## src/rtl/sn76489_wr_sched.sv

```systemverilog
// sn76489_wr_sched
//   Write scheduler and bus controller for the sn76489 PSG core. Byte-write
//   requests from NUM_REQ requesters are arbitrated round-robin into a small
//   command FIFO. Each queued byte is then driven onto the PSG write bus with
//   the ce_n/we_n strobe, and the PSG ready handshake is honoured. A write
//   that never completes is aborted after TIMEOUT cycles.
//
// Ports:
//   clock_i       system clock, rising edge
//   res_n_i       asynchronous active-low reset
//   req_valid_i   per-requester write request
//   req_data_i    requester k byte at bits [8k+7:8k]
//   req_ready_o   one-hot accept; a transfer happens when valid & ready
//   ce_n_o        PSG chip enable (active low)
//   we_n_o        PSG write enable (active low)
//   d_o           PSG data bus, d_o[0] is the MSB (PSG bit order)
//   ready_i       PSG ready (1 = idle/accepting)
//   busy_o        FSM not idle or FIFO non-empty (registered)
//   fifo_level_o  current FIFO occupancy
//   grant_id_o    requester id of the byte currently on the PSG bus
//   timeout_o     one-cycle pulse when a write is aborted
module sn76489_wr_sched #(
  parameter int NUM_REQ    = 2,
  parameter int FIFO_DEPTH = 4,
  parameter int TIMEOUT    = 63
) (
  input  logic                        clock_i,
  input  logic                        res_n_i,
  input  logic [NUM_REQ-1:0]          req_valid_i,
  input  logic [8*NUM_REQ-1:0]        req_data_i,
  output logic [NUM_REQ-1:0]          req_ready_o,
  output logic                        ce_n_o,
  output logic                        we_n_o,
  output logic [0:7]                  d_o,
  input  logic                        ready_i,
  output logic                        busy_o,
  output logic [$clog2(FIFO_DEPTH):0] fifo_level_o,
  output logic [1:0]                  grant_id_o,
  output logic                        timeout_o
);

  localparam int PTR_W = $clog2(FIFO_DEPTH);
  localparam int LVL_W = PTR_W + 1;
  localparam int CNT_W = $clog2(TIMEOUT + 1);

  typedef enum logic [1:0] {ST_IDLE, ST_STROBE, ST_WAIT} state_t;

  state_t           state_q, state_d;
  logic [9:0]       fifo_mem [FIFO_DEPTH];
  logic [9:0]       head;
  logic [PTR_W-1:0] wr_ptr, rd_ptr;
  logic [1:0]       rr_ptr;
  logic [CNT_W-1:0] cnt_q, cnt_d;

  int               arb_idx;
  logic             grant_any;
  logic [1:0]       grant_idx;
  logic [7:0]       push_data;
  logic             pop;
  logic [LVL_W-1:0] level_d;
  logic             busy_d;
  logic             ce_n_d, we_n_d, timeout_d;
  logic [0:7]       d_d;
  logic [1:0]       gid_d;

  assign head = fifo_mem[rd_ptr];

  // Round-robin arbiter. Works only from registered occupancy, so a pop in
  // the same cycle never lets an extra request in. Held off during reset.
  always_comb begin
    req_ready_o = '0;
    grant_any   = 1'b0;
    grant_idx   = '0;
    push_data   = '0;
    arb_idx     = 0;
    if (res_n_i && (fifo_level_o < LVL_W'(FIFO_DEPTH))) begin
      for (int i = 0; i < NUM_REQ; i++) begin
        arb_idx = int'(rr_ptr) + i;
        if (arb_idx >= NUM_REQ) arb_idx = arb_idx - NUM_REQ;
        for (int k = 0; k < NUM_REQ; k++) begin
          if (!grant_any && (k == arb_idx) && req_valid_i[k]) begin
            grant_any      = 1'b1;
            grant_idx      = 2'(k);
            push_data      = req_data_i[8*k +: 8];
            req_ready_o[k] = 1'b1;
          end
        end
      end
    end
  end

  // Bus sequencer next state. The timeout counter is checked before the
  // handshake, so an abort wins over a normal transition on the same edge.
  always_comb begin
    state_d   = state_q;
    cnt_d     = cnt_q;
    ce_n_d    = ce_n_o;
    we_n_d    = we_n_o;
    d_d       = d_o;
    gid_d     = grant_id_o;
    timeout_d = 1'b0;
    pop       = 1'b0;
    case (state_q)
      ST_IDLE: begin
        if ((fifo_level_o != '0) && ready_i) begin
          pop     = 1'b1;
          d_d     = head[7:0];
          gid_d   = head[9:8];
          ce_n_d  = 1'b0;
          we_n_d  = 1'b0;
          cnt_d   = '0;
          state_d = ST_STROBE;
        end
      end
      ST_STROBE, ST_WAIT: begin
        if (cnt_q == CNT_W'(TIMEOUT - 1)) begin
          ce_n_d    = 1'b1;
          we_n_d    = 1'b1;
          timeout_d = 1'b1;
          state_d   = ST_IDLE;
        end else begin
          cnt_d = cnt_q + 1'b1;
          if ((state_q == ST_STROBE) && !ready_i) begin
            ce_n_d  = 1'b1;
            we_n_d  = 1'b1;
            state_d = ST_WAIT;
          end else if ((state_q == ST_WAIT) && ready_i) begin
            state_d = ST_IDLE;
          end
        end
      end
      default: state_d = ST_IDLE;
    endcase
  end

  // Occupancy and busy as they will be after this edge.
  always_comb begin
    level_d = fifo_level_o;
    if (grant_any && !pop)      level_d = fifo_level_o + 1'b1;
    else if (!grant_any && pop) level_d = fifo_level_o - 1'b1;
    busy_d = (state_d != ST_IDLE) || (level_d != '0);
  end

  always_ff @(posedge clock_i or negedge res_n_i) begin
    if (!res_n_i) begin
      state_q      <= ST_IDLE;
      cnt_q        <= '0;
      ce_n_o       <= 1'b1;
      we_n_o       <= 1'b1;
      d_o          <= '0;
      grant_id_o   <= '0;
      timeout_o    <= 1'b0;
      busy_o       <= 1'b0;
      fifo_level_o <= '0;
      wr_ptr       <= '0;
      rd_ptr       <= '0;
      rr_ptr       <= '0;
    end else begin
      state_q      <= state_d;
      cnt_q        <= cnt_d;
      ce_n_o       <= ce_n_d;
      we_n_o       <= we_n_d;
      d_o          <= d_d;
      grant_id_o   <= gid_d;
      timeout_o    <= timeout_d;
      busy_o       <= busy_d;
      fifo_level_o <= level_d;
      if (grant_any) begin
        wr_ptr <= wr_ptr + 1'b1;
        rr_ptr <= (grant_idx == 2'(NUM_REQ - 1)) ? 2'd0 : grant_idx + 2'd1;
      end
      if (pop) rd_ptr <= rd_ptr + 1'b1;
    end
  end

  // FIFO storage needs no reset; the pointers define what is valid.
  always_ff @(posedge clock_i) begin
    if (grant_any) fifo_mem[wr_ptr] <= {grant_idx, push_data};
  end

endmodule

```

## config.mk

```make
export PLATFORM = sky130hd
export DESIGN_NAME = sn76489_wr_sched
export DESIGN_NICKNAME = d
export VERILOG_FILES = /design/src/rtl/sn76489_wr_sched.sv
export SDC_FILE = /design/constraint.sdc
export NUM_CORES = 1
export LEC_CHECK = 0
export CORE_MARGIN = 2
export CORE_UTILIZATION = 45
export DETAILED_ROUTE_END_ITERATION = 12
export GPL_ROUTABILITY_DRIVEN = 0
export GPL_TIMING_DRIVEN = 0
export PLACE_DENSITY_LB_ADDON = 0.2
export SYNTH_ARGS = -nofsm -noshare
export SYNTH_HDL_FRONTEND = slang
export SYNTH_SLANG_ARGS = --single-unit
```

## constraint.sdc

```tcl
create_clock -name clock_i -period 2.4 [get_ports clock_i]
set_input_delay 0.48 -clock clock_i [delete_from_list [all_inputs] [get_ports clock_i]]
set_output_delay 0.48 -clock clock_i [all_outputs]
set_load 0.005 [all_outputs]
```

==> qor.csv <==
stage,metric,value,unit
synthesis,synthCells,222,
global_routing,grt_overflow,0,
routing,drc_errors,0,
timing,fmax,0.435,GHz
clock_network,cts_buffer_depth,2,
final_layout,register_area,1780,µm²
global_routing,antenna_found_initial,0,
routing,firstDrtPassIters,4,
worst_setup_path,worst_setup_path_start_kind,input pin,
worst_setup_path,max_stage_delay,0.52,ns
global_routing,grt_most_used_layer,met2,
synthesis,ys_types,43,
run,drv_cap,0,
power,p_leak,0.00149,µW
synthesis,ys.flop_type,edfxtp_1,
place,dp_hpwl,3570,µm
power,power.share.sequential,39.2,%
routing,antenna_left,0,
routing,routedWlPerCell,14.9,µm
outcome,status,finished clean,
final_layout,diodes,0,
power,clockPowerShare,23.8,%
worst_setup_path,cp_cell_sequence,clkdlybuf4s50_1 -> nand2_1 -> and3_4 -> clkdlybuf4s50_1,
synthesis,synthTopCellsByCount,"nand2_1, edfxtp_1, dfrtp_1",
synthesis,yosysWarnings,0,
global_routing,grt_pass1_vias,1808,
floorplanning,die_area,7080,µm²
power,powerDensity,1100,nW/µm²
global_routing,grt_pass1_wl,8500,µm
routing,drt_iter0_drc,118,
synthesis,syn-mean-instance-area,13.0,µm²
clock_network,cts_root_buffer,clkbuf_8,
synthesis,syn-num-nets,256,
synthesis,yosys-top-cells-area,"edfxtp_1, dfrtp_1, mux4_2, ha_1, nand2_1",
floorplanning,core-area,6280,µm²
timing,fin_crit_sh,95.8,%
floorplanning,ioPinCount,40,
timing,tightest_slew,0.964,ns
timing,slew_headroom,35.5,%
worst_setup_path,arrival,1.82,ns
synthesis,synth_area,2890,µm²
worst_setup_path,cp_data_required_time,1.92,ns
routing,wirelength,5300,µm
final_layout,syn_to_final_growth,25.2,%
synthesis,netlist.area_leader.share,37.4,%
worst_setup_path,path_common_cell,clkdlybuf4s50_1,
clock_network,tritoncts,built,
synthesis,seq_area_frac_synth,61.7,%
floorplanning,start_util,46.1,%
worst_setup_path,cp_max_fo,10,
power,p_switching,1220,µW
global_routing,met2_usage,24.6,%
timing,slew_violations,0,
worst_setup_path,critPathSlowestCell,clkdlybuf4s50_1,
global_routing,met1_usage,21.2,%
timing,setup_viol,0,
power,vdd_drop_max,0.589,mV
final_layout,fillers,511,
synthesis,yosys.area.top_type,edfxtp_1,
synthesis,synthArstFlopShare,43.8,%
floorplanning,rows,29,
final_layout,multi_input_area,1010,µm²
timing,skew,0.00928,ns
synthesis,synth_most_common_cell,nand2_1,
floorplanning,die_w,84.2,µm
timing,finalHoldViolCount,0,
final_layout,fin_util,57.7,%
clock_network,clk_latency,0.33,ns
final_layout,fin_nets,308,
final_layout,final_cells,356,
synthesis,synth-edff-count,36,
routing,viasPerCell,5.15,
timing,fin_crit,2.30,ns
synthesis,yosys_register_bits,64,
power,swShare,30.7,%
clock_network,cts_buffers,9,
place,dp_cells,337,
power,internal-power,2770,µW
final_layout,drive_above_1_share,12.2,%
clock_network,cts.clk_slew.worst_paths,0.07,ns
place,io_buffers,38,
clock_network,h-tree-depth,3,
clock_network,clock_sinks,64,
global_routing,grt_max_degree,31,
worst_setup_path,cp-end-kind,primary output,
power,power_frac_comb,37.0,%
min_path,min_path_type,input pin to asynchronous set/reset pin,
routing,num_vias,1834,
floorplanning,die_height,84.2,µm
global_routing,met3_usage,3.24,%
worst_setup_path,critPathKind,input pin to primary output,
global_routing,grt.total_usage,15.8,%
timing,rsz0062_at_grt,false,
[final cells by class]
class / instances / area share [%]
Tap cell: 77 / 2.66
Clock buffer: 14 / 4.80
Inverter: 14 / 1.45
Sequential cell: 64 / 49.2
Timing Repair Buffer: 42 / 11.6
Clock inverter: 2 / 0.968
Buffer: 10 / 1.31
Multi-Input combinational cell: 133 / 28.0
[cell families (layout without fill, tap and decap cells)]
| group | Yosys count | in the layout | share of synthesized area [%] |
|---|---|---|---|
| AND/OR/NAND/NOR | 66 | 66 | 10.4 |
| flip-flops | 64 | 64 | 61.7 |
| AO/OA/AOI/OAI | 37 | 37 | 8.83 |
| buffers and inverters | 25 | 82 | 3.59 |
| adder cells (fa/ha/maj) | 14 | 14 | 5.97 |
| multiplexers | 11 | 11 | 7.70 |
| XOR/XNOR | 4 | 4 | 1.69 |
| other | 1 | 1 | 0.130 |
[what timing repair did]
| action | 4_1_cts | 5_1_grt |
|---|---|---|
| endpoints found under the hold margin | 0 | 9 |
| buffers inserted | 0 | 2 |
| gates resized for setup | 4 | 2 |
| setup endpoints to repair | 38 | 2 |
| hold buffers | 0 | 2 |
[layout by cell type (no fill, tap or decap), drive strengths merged, types with 2 or more instances in the layout]
cell,Yosys,final
dfrtp,27,27
nor3,2,2
and3,4,4
inv,14,14
dlygate4sd3,0,2
xnor2,3,3
o22ai,3,3
nand2b,2,2
nand3,4,4
nand2,37,37
clkbuf,7,20
a22o,10,10
nand4,2,2
nor2,7,7
a21oi,7,7
ha,13,13
mux2i,2,2
mux4,9,9
buf,4,7
clkdlybuf4s50,0,37
and2,4,4
o21ai,7,7
edfxtp,36,36
[power by group through the flow]
stage	Clock (µW)	Combinational (µW)	Sequential (µW)
after CTS	962	1460	1580
after global placement	0	1420	1590
final	948	1480	1570
after detailed placement	0	1440	1600
after global routing	1010	1660	1600
after floorplan	0	938	1580
[flip-flops by register name, indices dropped and copies added, names as in the netlist]
signal / cells
fifo_mem: 36
d_o: 8
cnt_q: 6
fifo_level_o: 3
rd_ptr: 2
state_q: 2
wr_ptr: 2
busy_o: 1
grant_id_o: 1
rr_ptr: 1
timeout_o: 1
we_n_o: 1
[worst max-delay path: cells and delay by family]
kind / cells / cell delay (ns)
buffers and inverters: 2 / 0.98
AND/OR/NAND/NOR: 2 / 0.36
[routing by layer]
metal  vias to the layer above  part of all wire [%]  wire length [µm]
li1                        910                     -                 -
met1                       885                    47              2500
met2                        33                    49              2570
met3                         6                   2.7               143
met5                         -                     0                 0
met4                         0                   1.5                82
[path summary, 6_finish.rpt]
check / startpoint / endpoint / slack (ns) / cells after the start
min: res_n_i / we_n_o / 0.08 / 1
max: req_valid_i[1] / req_ready_o[0] / 0.10 / 4
min in group clock_i: d_o[7] / d_o[7] / 0.47 / 2
max in group asynchronous: res_n_i / wr_ptr[0] / 0.94 / 2
min reg2reg: d_o[7] / d_o[7] / 0.47 / 2
max reg2reg: fifo_level_o[0] / busy_o / 0.17 / 9
[through the flow]
| stage | setup slack, ns | hold slack [ns] | power [µW] | cell area (µm²) | setup TNS, ns |
|---|---|---|---|---|---|
| 6_report | 0.101 | 0.0783 | 3990 | 3620 | 0 |
| 5_1_grt | 0.0115 | 0.0638 | 4270 | 3620 | 0 |
| 4_1_cts | 0.0263 | 0.0221 | 3990 | 3580 | 0 |
| 3_5_place_dp | -0.678 | 0.462 | 3050 | 3360 | -18.68 |
| 3_3_place_gp | -1.59 | 0.457 | 3010 | 3370 | -89.93 |
| 2_1_floorplan | 0.251 | 0.184 | 2520 | 2890 | 0 |
Note: power is estimated with default switching activity, not from simulation.
